--- src/rtl/lcd_pkg.sv ---
// rtl/lcd_pkg.sv - shared opcodes, geometry defaults, pixel type and decoder states
//
// Purpose: common definitions for the LCD serial-link sink and its byte receiver.
// Ports: none (package).
// Optional feature macro: LCD_SPI_SINK_MADCTL_EN (consumed by lcd_spi_sink).

package lcd_pkg;

  localparam logic [7:0] CMD_SLPOUT  = 8'h11;
  localparam logic [7:0] CMD_DISPOFF = 8'h28;
  localparam logic [7:0] CMD_DISPON  = 8'h29;
  localparam logic [7:0] CMD_CASET   = 8'h2A;
  localparam logic [7:0] CMD_RASET   = 8'h2B;
  localparam logic [7:0] CMD_RAMWR   = 8'h2C;
  localparam logic [7:0] CMD_MADCTL  = 8'h36;

  localparam int LCD_WIDTH  = 128;
  localparam int LCD_HEIGHT = 160;

  typedef struct packed {
    logic [4:0] r;
    logic [5:0] g;
    logic [4:0] b;
  } rgb565_t;

  typedef enum logic [2:0] {
    ST_IDLE,
    ST_PARAM,
    ST_PIXEL_HI,
    ST_PIXEL_LO,
    ST_IGNORE
  } lcd_state_e;

endpackage

--- src/rtl/spi_byte_rx.sv ---
// rtl/spi_byte_rx.sv - synchronizes the raw link and deserializes SPI mode-0 bytes
//
// Purpose: 2-flop synchronizers on sda/scl/cs/rs, scl rising-edge detect on the
// synchronized clock, MSB-first shift register with a bit counter cleared while cs
// is high.
// Ports:
//   clk_i           system clock
//   resetn_i        synchronous active-low reset
//   sda_i, scl_i,   asynchronous link inputs
//   cs_i, rs_i
//   byte_valid_o    one-cycle strobe, a complete byte is on byte_o
//   byte_o          received byte
//   byte_is_data_o  rs sampled with bit 0 (1 = data, 0 = command)

module spi_byte_rx
  import lcd_pkg::*;
(
  input  logic       clk_i,
  input  logic       resetn_i,
  input  logic       sda_i,
  input  logic       scl_i,
  input  logic       cs_i,
  input  logic       rs_i,
  output logic       byte_valid_o,
  output logic [7:0] byte_o,
  output logic       byte_is_data_o
);

  // scl_q[2] is the previous synchronized value used for edge detection
  logic [2:0] scl_q;
  logic [1:0] sda_q;
  logic [1:0] cs_q;
  logic [1:0] rs_q;
  logic [6:0] shift_q;
  logic [2:0] cnt_q;
  logic       byte_valid_q;
  logic [7:0] byte_q;
  logic       is_data_q;
  logic       scl_rise;

  assign scl_rise = scl_q[1] & ~scl_q[2];

  always_ff @(posedge clk_i) begin
    if (!resetn_i) begin
      scl_q        <= '0;
      sda_q        <= '0;
      cs_q         <= 2'b11;
      rs_q         <= '0;
      shift_q      <= '0;
      cnt_q        <= '0;
      byte_valid_q <= 1'b0;
      byte_q       <= '0;
      is_data_q    <= 1'b0;
    end else begin
      scl_q        <= {scl_q[1:0], scl_i};
      sda_q        <= {sda_q[0], sda_i};
      cs_q         <= {cs_q[0], cs_i};
      rs_q         <= {rs_q[0], rs_i};
      byte_valid_q <= 1'b0;
      if (cs_q[1]) begin
        // deselect drops any partial byte
        cnt_q <= '0;
      end else if (scl_rise) begin
        shift_q <= {shift_q[5:0], sda_q[1]};
        cnt_q   <= cnt_q + 3'd1;
        if (cnt_q == 3'd7) begin
          byte_q       <= {shift_q, sda_q[1]};
          is_data_q    <= rs_q[1];
          byte_valid_q <= 1'b1;
        end
      end
    end
  end

  assign byte_valid_o   = byte_valid_q;
  assign byte_o         = byte_q;
  assign byte_is_data_o = is_data_q;

endmodule

--- src/rtl/lcd_spi_sink.sv ---
// rtl/lcd_spi_sink.sv - ST7735-subset command decoder emitting addressed RGB565 writes
//
// Purpose: decodes SLPOUT, DISPON/DISPOFF, CASET, RASET, RAMWR (and MADCTL when
// LCD_SPI_SINK_MADCTL_EN is defined) from the serial link and produces one pixel
// write strobe per hi/lo data byte pair inside the current address window.
// Ports:
//   cin          system clock
//   reset        synchronous active-low reset
//   sda, scl,    asynchronous link inputs
//   cs, rs
//   pix_valid    one-cycle pixel write strobe
//   pix_x/pix_y  write coordinates
//   pix_data     RGB565 pixel
//   frame_start  one-cycle pulse per RAMWR
//   awake        set by SLPOUT
//   disp_on      set by DISPON, cleared by DISPOFF
// Macro: LCD_SPI_SINK_MADCTL_EN enables MADCTL mirroring / row-column swap.

module lcd_spi_sink
  import lcd_pkg::*;
#(
  parameter int WIDTH  = LCD_WIDTH,
  parameter int HEIGHT = LCD_HEIGHT
) (
  input  logic                      cin,
  input  logic                      reset,
  input  logic                      sda,
  input  logic                      scl,
  input  logic                      cs,
  input  logic                      rs,
  output logic                      pix_valid,
  output logic [$clog2(WIDTH)-1:0]  pix_x,
  output logic [$clog2(HEIGHT)-1:0] pix_y,
  output logic [15:0]               pix_data,
  output logic                      frame_start,
  output logic                      awake,
  output logic                      disp_on
);

  localparam int XW = $clog2(WIDTH);
  localparam int YW = $clog2(HEIGHT);
  localparam logic [15:0]   XLIM16 = 16'(WIDTH - 1);
  localparam logic [15:0]   YLIM16 = 16'(HEIGHT - 1);
  localparam logic [XW-1:0] XMAX   = XW'(WIDTH - 1);
  localparam logic [YW-1:0] YMAX   = YW'(HEIGHT - 1);

  logic       rx_valid;
  logic [7:0] rx_byte;
  logic       rx_is_data;

  spi_byte_rx u_rx (
    .clk_i          (cin),
    .resetn_i       (reset),
    .sda_i          (sda),
    .scl_i          (scl),
    .cs_i           (cs),
    .rs_i           (rs),
    .byte_valid_o   (rx_valid),
    .byte_o         (rx_byte),
    .byte_is_data_o (rx_is_data)
  );

  lcd_state_e    state_q;
  logic [7:0]    cmd_q;
  logic [2:0]    pidx_q;
  logic [7:0]    p0_q, p1_q, p2_q;
  logic [7:0]    hi_q;
  logic [XW-1:0] xs_q, xe_q, cur_x_q;
  logic [YW-1:0] ys_q, ye_q, cur_y_q;
  logic          pix_valid_q;
  logic [XW-1:0] pix_x_q;
  logic [YW-1:0] pix_y_q;
  rgb565_t       pix_data_q;
  logic          frame_start_q;
  logic          awake_q;
  logic          disp_on_q;

  // Window commit values, computed as the 4th parameter byte arrives
  logic [15:0]   s16, e16;
  logic [XW-1:0] cx_s_d, cx_e0_d, cx_e_d;
  logic [YW-1:0] cy_s_d, cy_e0_d, cy_e_d;

  assign s16 = {p0_q, p1_q};
  assign e16 = {p2_q, rx_byte};

  always_comb begin
    cx_s_d  = (s16 > XLIM16) ? XMAX : s16[XW-1:0];
    cx_e0_d = (e16 > XLIM16) ? XMAX : e16[XW-1:0];
    cx_e_d  = (cx_s_d > cx_e0_d) ? cx_s_d : cx_e0_d;
    cy_s_d  = (s16 > YLIM16) ? YMAX : s16[YW-1:0];
    cy_e0_d = (e16 > YLIM16) ? YMAX : e16[YW-1:0];
    cy_e_d  = (cy_s_d > cy_e0_d) ? cy_s_d : cy_e0_d;
  end

  // Cursor stepping and output coordinate mapping
  logic [XW-1:0] nx_d, ox_d;
  logic [YW-1:0] ny_d, oy_d;
  logic          x_end, y_end;

  assign x_end = (cur_x_q >= xe_q);
  assign y_end = (cur_y_q >= ye_q);

`ifdef LCD_SPI_SINK_MADCTL_EN
  // mad_q = {MY, MX, MV}
  logic [2:0] mad_q;

  always_comb begin
    nx_d = cur_x_q;
    ny_d = cur_y_q;
    if (mad_q[0]) begin
      if (y_end) begin
        ny_d = ys_q;
        nx_d = x_end ? xs_q : cur_x_q + 1'b1;
      end else begin
        ny_d = cur_y_q + 1'b1;
      end
    end else begin
      if (x_end) begin
        nx_d = xs_q;
        ny_d = y_end ? ys_q : cur_y_q + 1'b1;
      end else begin
        nx_d = cur_x_q + 1'b1;
      end
    end
  end

  assign ox_d = mad_q[1] ? XMAX - cur_x_q : cur_x_q;
  assign oy_d = mad_q[2] ? YMAX - cur_y_q : cur_y_q;
`else
  always_comb begin
    nx_d = cur_x_q;
    ny_d = cur_y_q;
    if (x_end) begin
      nx_d = xs_q;
      ny_d = y_end ? ys_q : cur_y_q + 1'b1;
    end else begin
      nx_d = cur_x_q + 1'b1;
    end
  end

  assign ox_d = cur_x_q;
  assign oy_d = cur_y_q;
`endif

  always_ff @(posedge cin) begin
    if (!reset) begin
      state_q       <= ST_IDLE;
      cmd_q         <= '0;
      pidx_q        <= '0;
      p0_q          <= '0;
      p1_q          <= '0;
      p2_q          <= '0;
      hi_q          <= '0;
      xs_q          <= '0;
      xe_q          <= XMAX;
      ys_q          <= '0;
      ye_q          <= YMAX;
      cur_x_q       <= '0;
      cur_y_q       <= '0;
      pix_valid_q   <= 1'b0;
      pix_x_q       <= '0;
      pix_y_q       <= '0;
      pix_data_q    <= '0;
      frame_start_q <= 1'b0;
      awake_q       <= 1'b0;
      disp_on_q     <= 1'b0;
`ifdef LCD_SPI_SINK_MADCTL_EN
      mad_q         <= '0;
`endif
    end else begin
      pix_valid_q   <= 1'b0;
      frame_start_q <= 1'b0;
      if (rx_valid && !rx_is_data) begin
        // every command byte re-dispatches, dropping any half pixel or partial params
        cmd_q  <= rx_byte;
        pidx_q <= '0;
        case (rx_byte)
          CMD_SLPOUT: begin
            awake_q <= 1'b1;
            state_q <= ST_IDLE;
          end
          CMD_DISPON: begin
            disp_on_q <= 1'b1;
            state_q   <= ST_IDLE;
          end
          CMD_DISPOFF: begin
            disp_on_q <= 1'b0;
            state_q   <= ST_IDLE;
          end
          CMD_CASET, CMD_RASET: state_q <= ST_PARAM;
          CMD_RAMWR: begin
            frame_start_q <= 1'b1;
            cur_x_q       <= xs_q;
            cur_y_q       <= ys_q;
            state_q       <= ST_PIXEL_HI;
          end
`ifdef LCD_SPI_SINK_MADCTL_EN
          CMD_MADCTL: state_q <= ST_PARAM;
`endif
          default: state_q <= ST_IGNORE;
        endcase
      end else if (rx_valid) begin
        case (state_q)
          ST_PARAM: begin
            // saturate so bytes past the 4th are ignored
            if (pidx_q != 3'd4) pidx_q <= pidx_q + 3'd1;
`ifdef LCD_SPI_SINK_MADCTL_EN
            if (cmd_q == CMD_MADCTL) begin
              if (pidx_q == 3'd0) mad_q <= rx_byte[7:5];
            end else
`endif
            begin
              case (pidx_q)
                3'd0: p0_q <= rx_byte;
                3'd1: p1_q <= rx_byte;
                3'd2: p2_q <= rx_byte;
                3'd3: begin
                  if (cmd_q == CMD_CASET) begin
                    xs_q <= cx_s_d;
                    xe_q <= cx_e_d;
                  end else begin
                    ys_q <= cy_s_d;
                    ye_q <= cy_e_d;
                  end
                end
                default: ;
              endcase
            end
          end
          ST_PIXEL_HI: begin
            hi_q    <= rx_byte;
            state_q <= ST_PIXEL_LO;
          end
          ST_PIXEL_LO: begin
            pix_valid_q <= 1'b1;
            pix_x_q     <= ox_d;
            pix_y_q     <= oy_d;
            pix_data_q  <= {hi_q, rx_byte};
            cur_x_q     <= nx_d;
            cur_y_q     <= ny_d;
            state_q     <= ST_PIXEL_HI;
          end
          default: ;
        endcase
      end
    end
  end

  assign pix_valid   = pix_valid_q;
  assign pix_x       = pix_x_q;
  assign pix_y       = pix_y_q;
  assign pix_data    = pix_data_q;
  assign frame_start = frame_start_q;
  assign awake       = awake_q;
  assign disp_on     = disp_on_q;

endmodule

--- config.mk ---
export PLATFORM = sky130hd
export DESIGN_NAME = lcd_spi_sink
export DESIGN_NICKNAME = d
export VERILOG_FILES = /design/src/rtl/lcd_pkg.sv /design/src/rtl/spi_byte_rx.sv /design/src/rtl/lcd_spi_sink.sv
export SDC_FILE = /design/constraint.sdc
export NUM_CORES = 1
export LEC_CHECK = 0
export ABC_AREA = 1
export CAP_MARGIN = 20
export CORE_MARGIN = 2
export CORE_UTILIZATION = 43
export DETAILED_ROUTE_END_ITERATION = 10
export RECOVER_POWER = 100
export SLEW_MARGIN = 40
export SYNTH_ARGS = -nofsm -noshare
export SYNTH_HDL_FRONTEND = slang
export SYNTH_HIERARCHICAL = 1
export SYNTH_SLANG_ARGS = --single-unit
--- constraint.sdc ---
create_clock -name cin -period 3.16 [get_ports cin]
set_input_delay 0.948 -clock cin [delete_from_list [all_inputs] [get_ports cin]]
set_output_delay 0.948 -clock cin [all_outputs]
set_load 0.1 [all_outputs]
---- Yosys cells after proc, flatten, opt, wreduce, memory -nomap -nowiden ----
Cells that the tools add are included.
Widths: inputs -> output; s select.
word-level totals
  bits of input ports ..................... 6
  logic and storage cells ................. 122
  bits in latches ......................... 0
  bits in read-only memories .............. 0
  output and inout bits ................... 35
  memory bits (writable) .................. 0
  register bits after elaboration ......... 155
  memories ................................ 0
cells by class
  $lt $le $gt $ge ......................... 8
  multipliers ............................. 0
  shift operators ......................... 0
  reduce and logical (&&, ||, !) cells .... 30
  multiplexer cells ....................... 25
  equality and inequality tests ........... 16
  add/sub/neg operators ................... 4
  bitwise logic cells ..................... 8
  div/mod/pow operators ................... 0
operator list
  operator             number
  $mux 8               9
  $mux 7               8
  $eq 8x6->1 const B   6
  $gt 16x7->1 const B  2
  $gt 16x8->1 const B  2
  $reduce_and 4->1     4
  $reduce_and 3->1     5
  $eq 3x2->1 const B   4
  $reduce_and 2->1     5
  $reduce_and 5->1     2
  $pmux 3 s3           1
  $reduce_or 3->1      3
  $add 8x1->8 const B  1
  $eq 8x5->1 const B   1
  $ge 8x8->1           1
  $gt 8x8->1           1
  $reduce_bool 2->1    4
  $add 7x1->7 const B  1
  $ge 7x7->1           1
  $gt 7x7->1           1
  $not 1->1            7
  $add 3x1->3 const B  2
  $eq 3x1->1 const B   2
  $mux 3               2
  12 further kinds     16

---- Depth between registers and ports, before layout ----
Gate-level depths: netlist of run 1.
  depth after elaboration ................. 6
  mapped depth ............................ 17
  depth with buffers taken out ............ 17

---- By module ----
The synthesis of run 1 kept the hierarchy.
modules (own cells, without submodules)
  module        area an instance (µm²)  cells each  sequential area each (µm²)  instances
  lcd_spi_sink  5,999.5                 813         2,522.4                     1
  spi_byte_rx   1,121.1                 152         580.6                       1

---- Worst setup path after synthesis of run 1 ----
No wires, ideal clock.
  path kind ............................... flip-flop to flip-flop
  start point ............................. register p0_q[7]
  end point ............................... register xe_q[1]
  period minus slack after synthesis ...... 2,316 ps
  slack ................................... 844 ps
  buffers on the path ..................... 2
  library setup time ...................... 120 ps
  stages on the path, launching flop included .. 18
  data required time ...................... 3,040 ps
  arrival time ............................ 2,196 ps
  path through ............................ dfxtp_1 > nor2_1 > nand2_1 > nor2_1 > nand2_1 > clkbuf_1 > nor2_1 > inv_1 > ha_1 > a21oi_1 > nor2_1 > nor2_1 > nand3_1 > nand2_1 > clkbuf_1 > nand2_1 > o211ai_1 > nand2_1
between the ends
  cells in the longest elaborated chain, start to end .. 4
ends and longest elaborated chain
  element                 line                 text
  from (decl)             lcd_spi_sink.sv:66   logic [7:0] p0_q, p1_q, p2_q;
  from (signal assigned)  lcd_spi_sink.sv:214  3'd0: p0_q <= rx_byte;
  $gt 16x7->1             lcd_spi_sink.sv:87   cx_s_d = (s16 > XLIM16) ? XMAX : s16[XW-1:0];
  $mux 7                  lcd_spi_sink.sv:87
  via cx_s_d[4]           lcd_spi_sink.sv:80   logic [XW-1:0] cx_s_d, cx_e0_d, cx_e_d;
  $gt 7x7->1              lcd_spi_sink.sv:89   cx_e_d = (cx_s_d > cx_e0_d) ? cx_s_d : cx_e0_d;
  $mux 7                  lcd_spi_sink.sv:89
  to (signal assigned)    lcd_spi_sink.sv:155  xe_q <= XMAX;
  to (signal assigned)    lcd_spi_sink.sv:220  xe_q <= cx_e_d;
  to (decl)               lcd_spi_sink.sv:68   logic [XW-1:0] xs_q, xe_q, cur_x_q;
The timed path passes the listed nets, and every way through them passes these cells.
A chain may end at the register's enable or synchronous reset.

---- Final worst setup path of run 1 ----
  start point ............................. register u_rx.byte_q[7] (netlist: u_rx/byte_o[7])
  end point ............................... register ye_q[3]
between the ends
  cells in the longest elaborated chain, start to end .. 4
ends and longest elaborated chain
  element                 line                 text
  from (decl)             spi_byte_rx.sv:37    logic [7:0] byte_q;
  from (signal assigned)  spi_byte_rx.sv:67    byte_q <= {shift_q, sda_q[1]};
  $gt 16x8->1             lcd_spi_sink.sv:91   cy_e0_d = (e16 > YLIM16) ? YMAX : e16[YW-1:0];
  $mux 8 (*)              lcd_spi_sink.sv:91
  $gt 8x8->1              lcd_spi_sink.sv:92   cy_e_d = (cy_s_d > cy_e0_d) ? cy_s_d : cy_e0_d;
  $mux 8 (*)              lcd_spi_sink.sv:92
  to (signal assigned)    lcd_spi_sink.sv:223  ye_q <= cy_e_d;
  to (decl)               lcd_spi_sink.sv:69   logic [YW-1:0] ys_q, ye_q, cur_y_q;
Every way passes the cells marked *; elsewhere a longest branch is shown, timed or not.

==> reports/results.ini, run 1 <==
[placed_design]
port_buffers = 40
detailedPlacementHpwl_mm = 11.47
placedCellCount = 1199
gp_congestion = 0.8327

[floorplan]
floorplan.initialDensity_pct = 43.40
num_rows = 47
die_h_microns = 132.7
die_w_microns = 132.7
placeableCoreArea_sq_um = 16410
io_pins = 41
fp.dieArea_sq_um = 17610

[setup_path]
crit_path_max_incr_delay_ns = 0.54
timing.critical_path.buf_inv = 2
timing.critical_path.mode_cell = nand2_1
crit-reg2reg-launch = u_rx/byte_o[7]$_SDFFE_PN0P_
worstSetupPathType = reg2reg
worstPathArrival_ns = 3.09
critPathSlowestCell = o21ai_0
end_kind = flop
critical_path.cell_chain = clkinv_1 > o21ai_0 > nor2_1 > ha_1 > nand2_1 > o21ai_0 > nand2_1 > nand2_1 > nand2_1 > inv_1 > nand2_1 > nand3_1 > nand2_1
cp-start-kind = flop
setup.worst_path.start = u_rx/byte_o[7]$_SDFFE_PN0P_
path_delay_family = simple AND/OR/NAND/NOR gates
worst_ep_required_time_ns = 3.48
cp_max_fo = 9

[pwr]
p_clk_share_pct = 49.4
p_int_w = 0.003096
power.density_nw_per_um2 = 500.4
net_switching_power_w = 0.0009124
power_frac_comb_pct = 1.6
seqPwrFrac_pct = 48.9
peakVddDrop_v = 0.0004264
p_sw_share_pct = 22.76
power_leakage_nw = 3.527

[logic_synthesis]
synth_cell_types = 41
synth_enable_flop_cells = 0
synth_sequential_area_ratio_pct = 43.58
synth_area_per_cell_sq_um = 7.379
synthesis.nets = 1010
ys_ff_latch = 155
asyncSetResetFlopFracSynth_pct = 0
primary_flip_flop_cell_chosen_by_synthesis_mapping = dfxtp_1
yosysWarningCount = 6
syn_area_sq_um = 7121
synthesis.instances = 965

[detailed_routing]
drt_first_iter_violations = 323
drtPass1Iterations = 6
route.detailed.drc = 0
avgViaCountPerCell = 4.868
detail_route.wl_per_cell_microns = 13.39
vias = 5988
wl_mm = 16.46
drtAntennaViolNets = 0

[cts]
clock_latency_ns = 0.43
post_cts_resized = 0
cts-hold-fix-buffers = 0
postCtsSetupRepairBufs = 0
worst_setup_hold_path_clk_slew_ns = 0.07
cts_tree = built
cts_num_sinks = 155
clockRootBuffer = clkbuf_16
cts.htree.levels = 4
total_clock_buffers_created_by_cts = 17
cts_max_path_buffers = 2

[cells_and_area]
insertedDiodeCount = 0
area.growth.synth_to_final_pct = 12.49
largest_register_ffs = 16
post_route_cells_drive_above_1_share_pct = 5.446
layout.cells.most_common = dfxtp_1
layout.filler_cells = 1695
multiInputGateArea_sq_um = 3367
final_cell_mix = 155 x dfxtp_1, 153 x nand2_1, 143 x nor2_1, 120 x inv_1, 104 x o21ai_0
register_area_sq_um = 3103
finish.net_count = 1043
final_cell_count_no_fill = 1230

[sta]
fmax_mhz = 359.9
timing_max_transition_violations_final = 0
setup_total_negative_slack_ns = 0
finalSetupViolations = 0
post-route-min-period_ns = 2.778
fin_skew_ns = 0.01231
min_period_over_period_pct = 87.92
hold_violations = 0
worstMarginPinSlew_ns = 1.202
timing.max_slew.rel_slack_pct = 20.23
grt_setup_unrepaired = false

[grt]
gr-usage-met3_pct = 4.674
top_usage_layer_grt = met2
first_global_vias = 5521
antenna_violations_before_repair = 0
grt_remaining_overflow = 0
global_route.usage.total_pct = 19.44
grt_start_max_net_pins = 62
grt.met1_usage_pct = 26.89
use_met2_pct = 30.28
grt_pass1_wl_mm = 27.57

[outcome]
result_of_the_run = finished clean

[worst_hold_path]
worstHoldPathType = reg2reg
hp-start = u_rx/sda_q[0]$_SDFF_PN0_

[job]
drv.max_cap_violation_count = 0

through the flow:
step / instance area [sq um] / setup WS, ns / util [%] / power, W / hold slack, ns
floorplan: 7121 / 0.8444 / - / 0.002053 / 0.3905
global placement: 7606 / 0.4391 / 46.36 / 0.002072 / 0.3930
detailed placement: 7606 / 0.4478 / 46.36 / 0.002073 / 0.3970
CTS: 8175 / 0.4263 / 49.83 / 0.004045 / 0.4133
global route: 8010 / 0.08887 / 48.82 / 0.004136 / 0.4229
finish: 8010 / 0.3817 / 48.82 / 0.004009 / 0.4125
layer usage:
metal,vias up,part of all wire (%),wire length [microns]
met5,-,0,0
met1,2675,51,8382
met3,18,3.7,614
met2,87,44,7228
met4,0,1.5,239
li1,3208,-,-
power by group through the flow:
stage	registers (W)	clock network [W]	logic, W
finish	0.00196	0.00198	0.0000654
detailed placement	0.00201	0	0.0000665
CTS	0.00196	0.00202	0.0000667
floorplan	0.00201	0	0.0000468
global route	0.00196	0.00210	0.0000744
global placement	0.00201	0	0.0000661
worst register-to-register path, delay by kind of cell (launching register included):
| family | cells | cell delay [ns] |
|---|---|---|
| and+or+nand+nor | 8 | 0.75 |
| AOI/OAI and AO/OA | 2 | 0.71 |
| adders and majority gates | 1 | 0.33 |
| DFF | 1 | 0.41 |
| buffers and inverters | 2 | 0.47 |
cell type report:
cell class              count  area share [%]
clock inverters            13           1.624
flip-flops and latches    155           38.74
clock buffers              18           5.483
well taps                 220           3.436
repair buffers             47           2.687
multi-input cells         649           42.03
inverters                 128           5.998
cell usage after synthesis, types with 2 or more instances:
master    number  area [sq um]
a211oi_1       4         30.03
a21oi_1       93         465.5
and2_1         2         12.51
buf_2         11         55.05
clkbuf_1      18         67.56
clkinv_1       7         26.28
dfxtp_1      155          3103
ha_1          39         488.0
inv_1        116         435.4
inv_2          5         18.77
nand2_1      150         563.0
nand2_2        3         18.77
nand2_4        2         22.52
nand3_1       52         260.3
nand3_2        3         30.03
nand4_1       10         62.56
nor2_1       142         533.0
nor2_2         2         12.51
nor2_4         3         33.78
nor3_1         4         20.02
nor3_2         2         20.02
nor3b_1        2         15.01
o211ai_1       5         37.54
o21a_1         2         15.01
o21ai_0      104         520.5
o22ai_1        6         37.54
or2_2          2         12.51
xnor2_1        6         52.55
xor2_1         3         26.28
final timing paths:
kind | end | slack, ns | depth (start not counted)
max | ye_q[3]$_SDFFE_PN1P_ | 0.38 | 13
min reg2reg | u_rx/sda_q[1]$_SDFF_PN0_ | 0.41 | 2
max reg2reg | ye_q[3]$_SDFFE_PN1P_ | 0.38 | 13
min | u_rx/sda_q[1]$_SDFF_PN0_ | 0.41 | 2
logic make-up (layout without fill, tap and decap cells):
group | Yosys count | count (layout) | synth area share [%]
xor+xnor | 9 | 9 | 1.107
flops | 155 | 155 | 43.58
fa+ha+maj | 39 | 39 | 6.853
compound gates | 218 | 218 | 16.10
simple gates | 383 | 383 | 23.51
buf+inv | 161 | 206 | 8.856
No activity file was read; power rests on OpenSTA's default activity.
==> run 2: changes to the inputs <==
--- a/config.mk
+++ b/config.mk
@@ -7,7 +7,6 @@
 export LEC_CHECK = 0
 export ABC_AREA = 1
 export CAP_MARGIN = 20
-export CORE_MARGIN = 2
 export CORE_UTILIZATION = 43
 export DETAILED_ROUTE_END_ITERATION = 10
 export RECOVER_POWER = 100
==> run 2 against run 1 <==
The run now ends with capacitance limit, slew limit left. First-iteration DRC count decreased by 11%. Sequential power about the same. Non-clock buffer count increased by 1. Setup slack gained 0.077 ns. Wire length decreased by 1.2%. Cell count shrank 0.16%. Clock power about the same. Via count decreased by 0.97%. Maximum frequency increased by 2.8%.
==> reports/results.ini, run 2 (same netlist as run 1, synthesis figures left out) <==
[detailed_routing]
avgViaCountPerCell = 4.829  ; -0.81%
vias = 5930  ; -0.97%
drt_first_iter_violations = 287  ; -11%
route.detailed.drc = 0  ; unchanged
wl_mm = 16.27  ; -1.2%
detail_route.wl_per_cell_microns = 13.25  ; -1.0%
drtPass1Iterations = 4  ; -2
drtAntennaViolNets = 0  ; unchanged

[placed_design]
detailedPlacementHpwl_mm = 11.24  ; -2.0%
placedCellCount = 1196  ; -0.25%
port_buffers = 40  ; unchanged
gp_congestion = 0.9188  ; +10%
placed_area_sq_um = 7609  ; about the same

[grt]
global_route.usage.total_pct = 20.34  ; +0.91 points
grt_start_max_net_pins = 64  ; +3.2%
first_global_vias = 5251  ; -4.9%
grt_pass1_wl_mm = 26.49  ; -3.9%
antenna_violations_before_repair = 0  ; unchanged
grt_remaining_overflow = 0  ; unchanged

[cells_and_area]
largest_register_ffs = 16  ; unchanged
post_route_cells_drive_above_1_share_pct = 6.324  ; +0.88 points
final_cell_area_sq_um = 8039  ; +0.36%
area.growth.synth_to_final_pct = 12.90
layout.filler_cells = 1712  ; +1.0%
layout.cells.most_common = dfxtp_1
finish.net_count = 1044  ; +0.096%
final_cell_count_no_fill = 1228  ; -0.16%
final_cell_mix = 155 x dfxtp_1, 150 x nand2_1, 143 x nor2_1, 116 x inv_1, 104 x o21ai_0
insertedDiodeCount = 0  ; unchanged

[cts]
clock_latency_ns = 0.43  ; about the same
cts_tree = built
worst_setup_hold_path_clk_slew_ns = 0.07  ; about the same
cts.htree.levels = 4  ; unchanged
postCtsSetupRepairBufs = 0  ; unchanged
cts_max_path_buffers = 2  ; unchanged
cts-hold-fix-buffers = 0  ; unchanged
clockRootBuffer = clkbuf_16
post_cts_resized = 0  ; unchanged
total_clock_buffers_created_by_cts = 17  ; unchanged
cts_num_sinks = 155  ; unchanged

[sta]
fin_skew_ns = 0.01116  ; -0.001150 ns
hold_violations = 0  ; unchanged
post-route-min-period_ns = 2.702  ; -0.07662 ns
hold_slack_ns = 0.4109  ; -0.001535 ns
finalSetupViolations = 0  ; unchanged
timing.max_slew.rel_slack_pct = -3.646  ; -24 points
grt_setup_unrepaired = false
worstMarginPinSlew_ns = 1.555  ; +0.3531 ns
fmax_mhz = 370.1  ; +2.8%
min_period_over_period_pct = 85.50  ; -2.4 points
timing_max_transition_violations_final = 43  ; +43
setup_total_negative_slack_ns = 0  ; unchanged

[pwr]
peakVddDrop_v = 0.0003750  ; -12%
power.density_nw_per_um2 = 501.8  ; +0.27%
power_leakage_nw = 3.547  ; +0.56%

[setup_path]
cp-start-kind = input pin
cp_max_fo = 42  ; +33
end_kind = flop
worst_ep_required_time_ns = 3.51  ; +0.03 ns
worstSetupPathType = in2reg
worstPathArrival_ns = 3.05  ; -0.04 ns

[floorplan]
num_rows = 46  ; -2.1%
io_pins = 41  ; unchanged
die_h_microns = 130.7  ; -1.5%
die_w_microns = 130.7  ; -1.5%
placeableCoreArea_sq_um = 16000  ; -2.5%
floorplan.initialDensity_pct = 44.50  ; +1.1 points
fp.dieArea_sq_um = 17080  ; -3.0%

[outcome]
failing_checks = capacitance limit, slew limit
result_of_the_run = complete, but fails checks

[job]
drv.max_cap_violation_count = 1  ; +1

[worst_hold_path]
worstHoldPathType = reg2reg

[run 2: cell count changes in the layout (fill, tap and decap cells not counted), moves of 3 or more]
cell	change
inv_2	+3
nand2_1	-3
inv_1	-4
inv_6	-3
inv_8	+4
[run 2: cell type report]
| cell class | instances | area, sq um | area share, % |
|---|---|---|---|
| multi-input cells | 649 | 3377 | 42.01 |
| flip-flops and latches | 155 | 3103 | 38.60 |
| inverters | 128 | 480.5 | 5.977 |
| clock buffers | 17 | 425.4 | 5.292 |
| well taps | 216 | 270.3 | 3.362 |
| repair buffers | 48 | 225.2 | 2.802 |
| clock inverters | 15 | 157.7 | 1.961 |
[run 2: where the power goes]
group / leakage [nW] / total, W / internal [W] / switching (W)
logic: 2.02 / 0.0000641 / 0.0000183 / 0.0000458
clock network: 0.275 / 0.00201 / 0.00112 / 0.000892
registers: 1.25 / 0.00196 / 0.00196 / 0.00000218
total: 3.55 / 0.00403 / 0.00309 / 0.000940
[run 2: final timing paths]
check / startpoint / endpoint / slack [ns] / cells past startpoint
worst max-delay path: reset / hi_q[7]$_SDFFE_PN0P_ / 0.46 / 4
worst min-delay path: u_rx/scl_q[0]$_SDFF_PN0_ / u_rx/scl_q[1]$_SDFF_PN0_ / 0.41 / 2
worst max register to register: p0_q[0]$_SDFFE_PN0P_ / ye_q[2]$_SDFFE_PN1P_ / 0.50 / 15
worst min register to register: u_rx/scl_q[0]$_SDFF_PN0_ / u_rx/scl_q[1]$_SDFF_PN0_ / 0.41 / 2
[run 2: critical path, stage by stage]
cell,delay [ns]
clkbuf_1,0.47
clkbuf_1,1.19
o21ai_0,0.24
a21oi_1,0.19
[run 2: routing by layer]
layer | wire (microns) | track usage (%)
met3 | 607 | 4.031
met5 | 0 | 0
met2 | 7478 | 31.90
met1 | 8015 | 27.56
met4 | 169 | 7.776
[run 2: per-stage QoR]
| stage | total power (W) | utilization (%) | worst slack [ns] |
|---|---|---|---|
| 6_report | 0.004034 | 50.24 | 0.4583 |
| 5_1_grt | 0.004181 | 50.24 | 0.09917 |
| 4_1_cts | 0.004086 | 51.20 | 0.5409 |
| 3_5_place_dp | 0.002074 | 47.55 | 0.5789 |
| 3_3_place_gp | 0.002073 | 47.55 | 0.6067 |
| 2_1_floorplan | 0.002053 | - | 0.8444 |
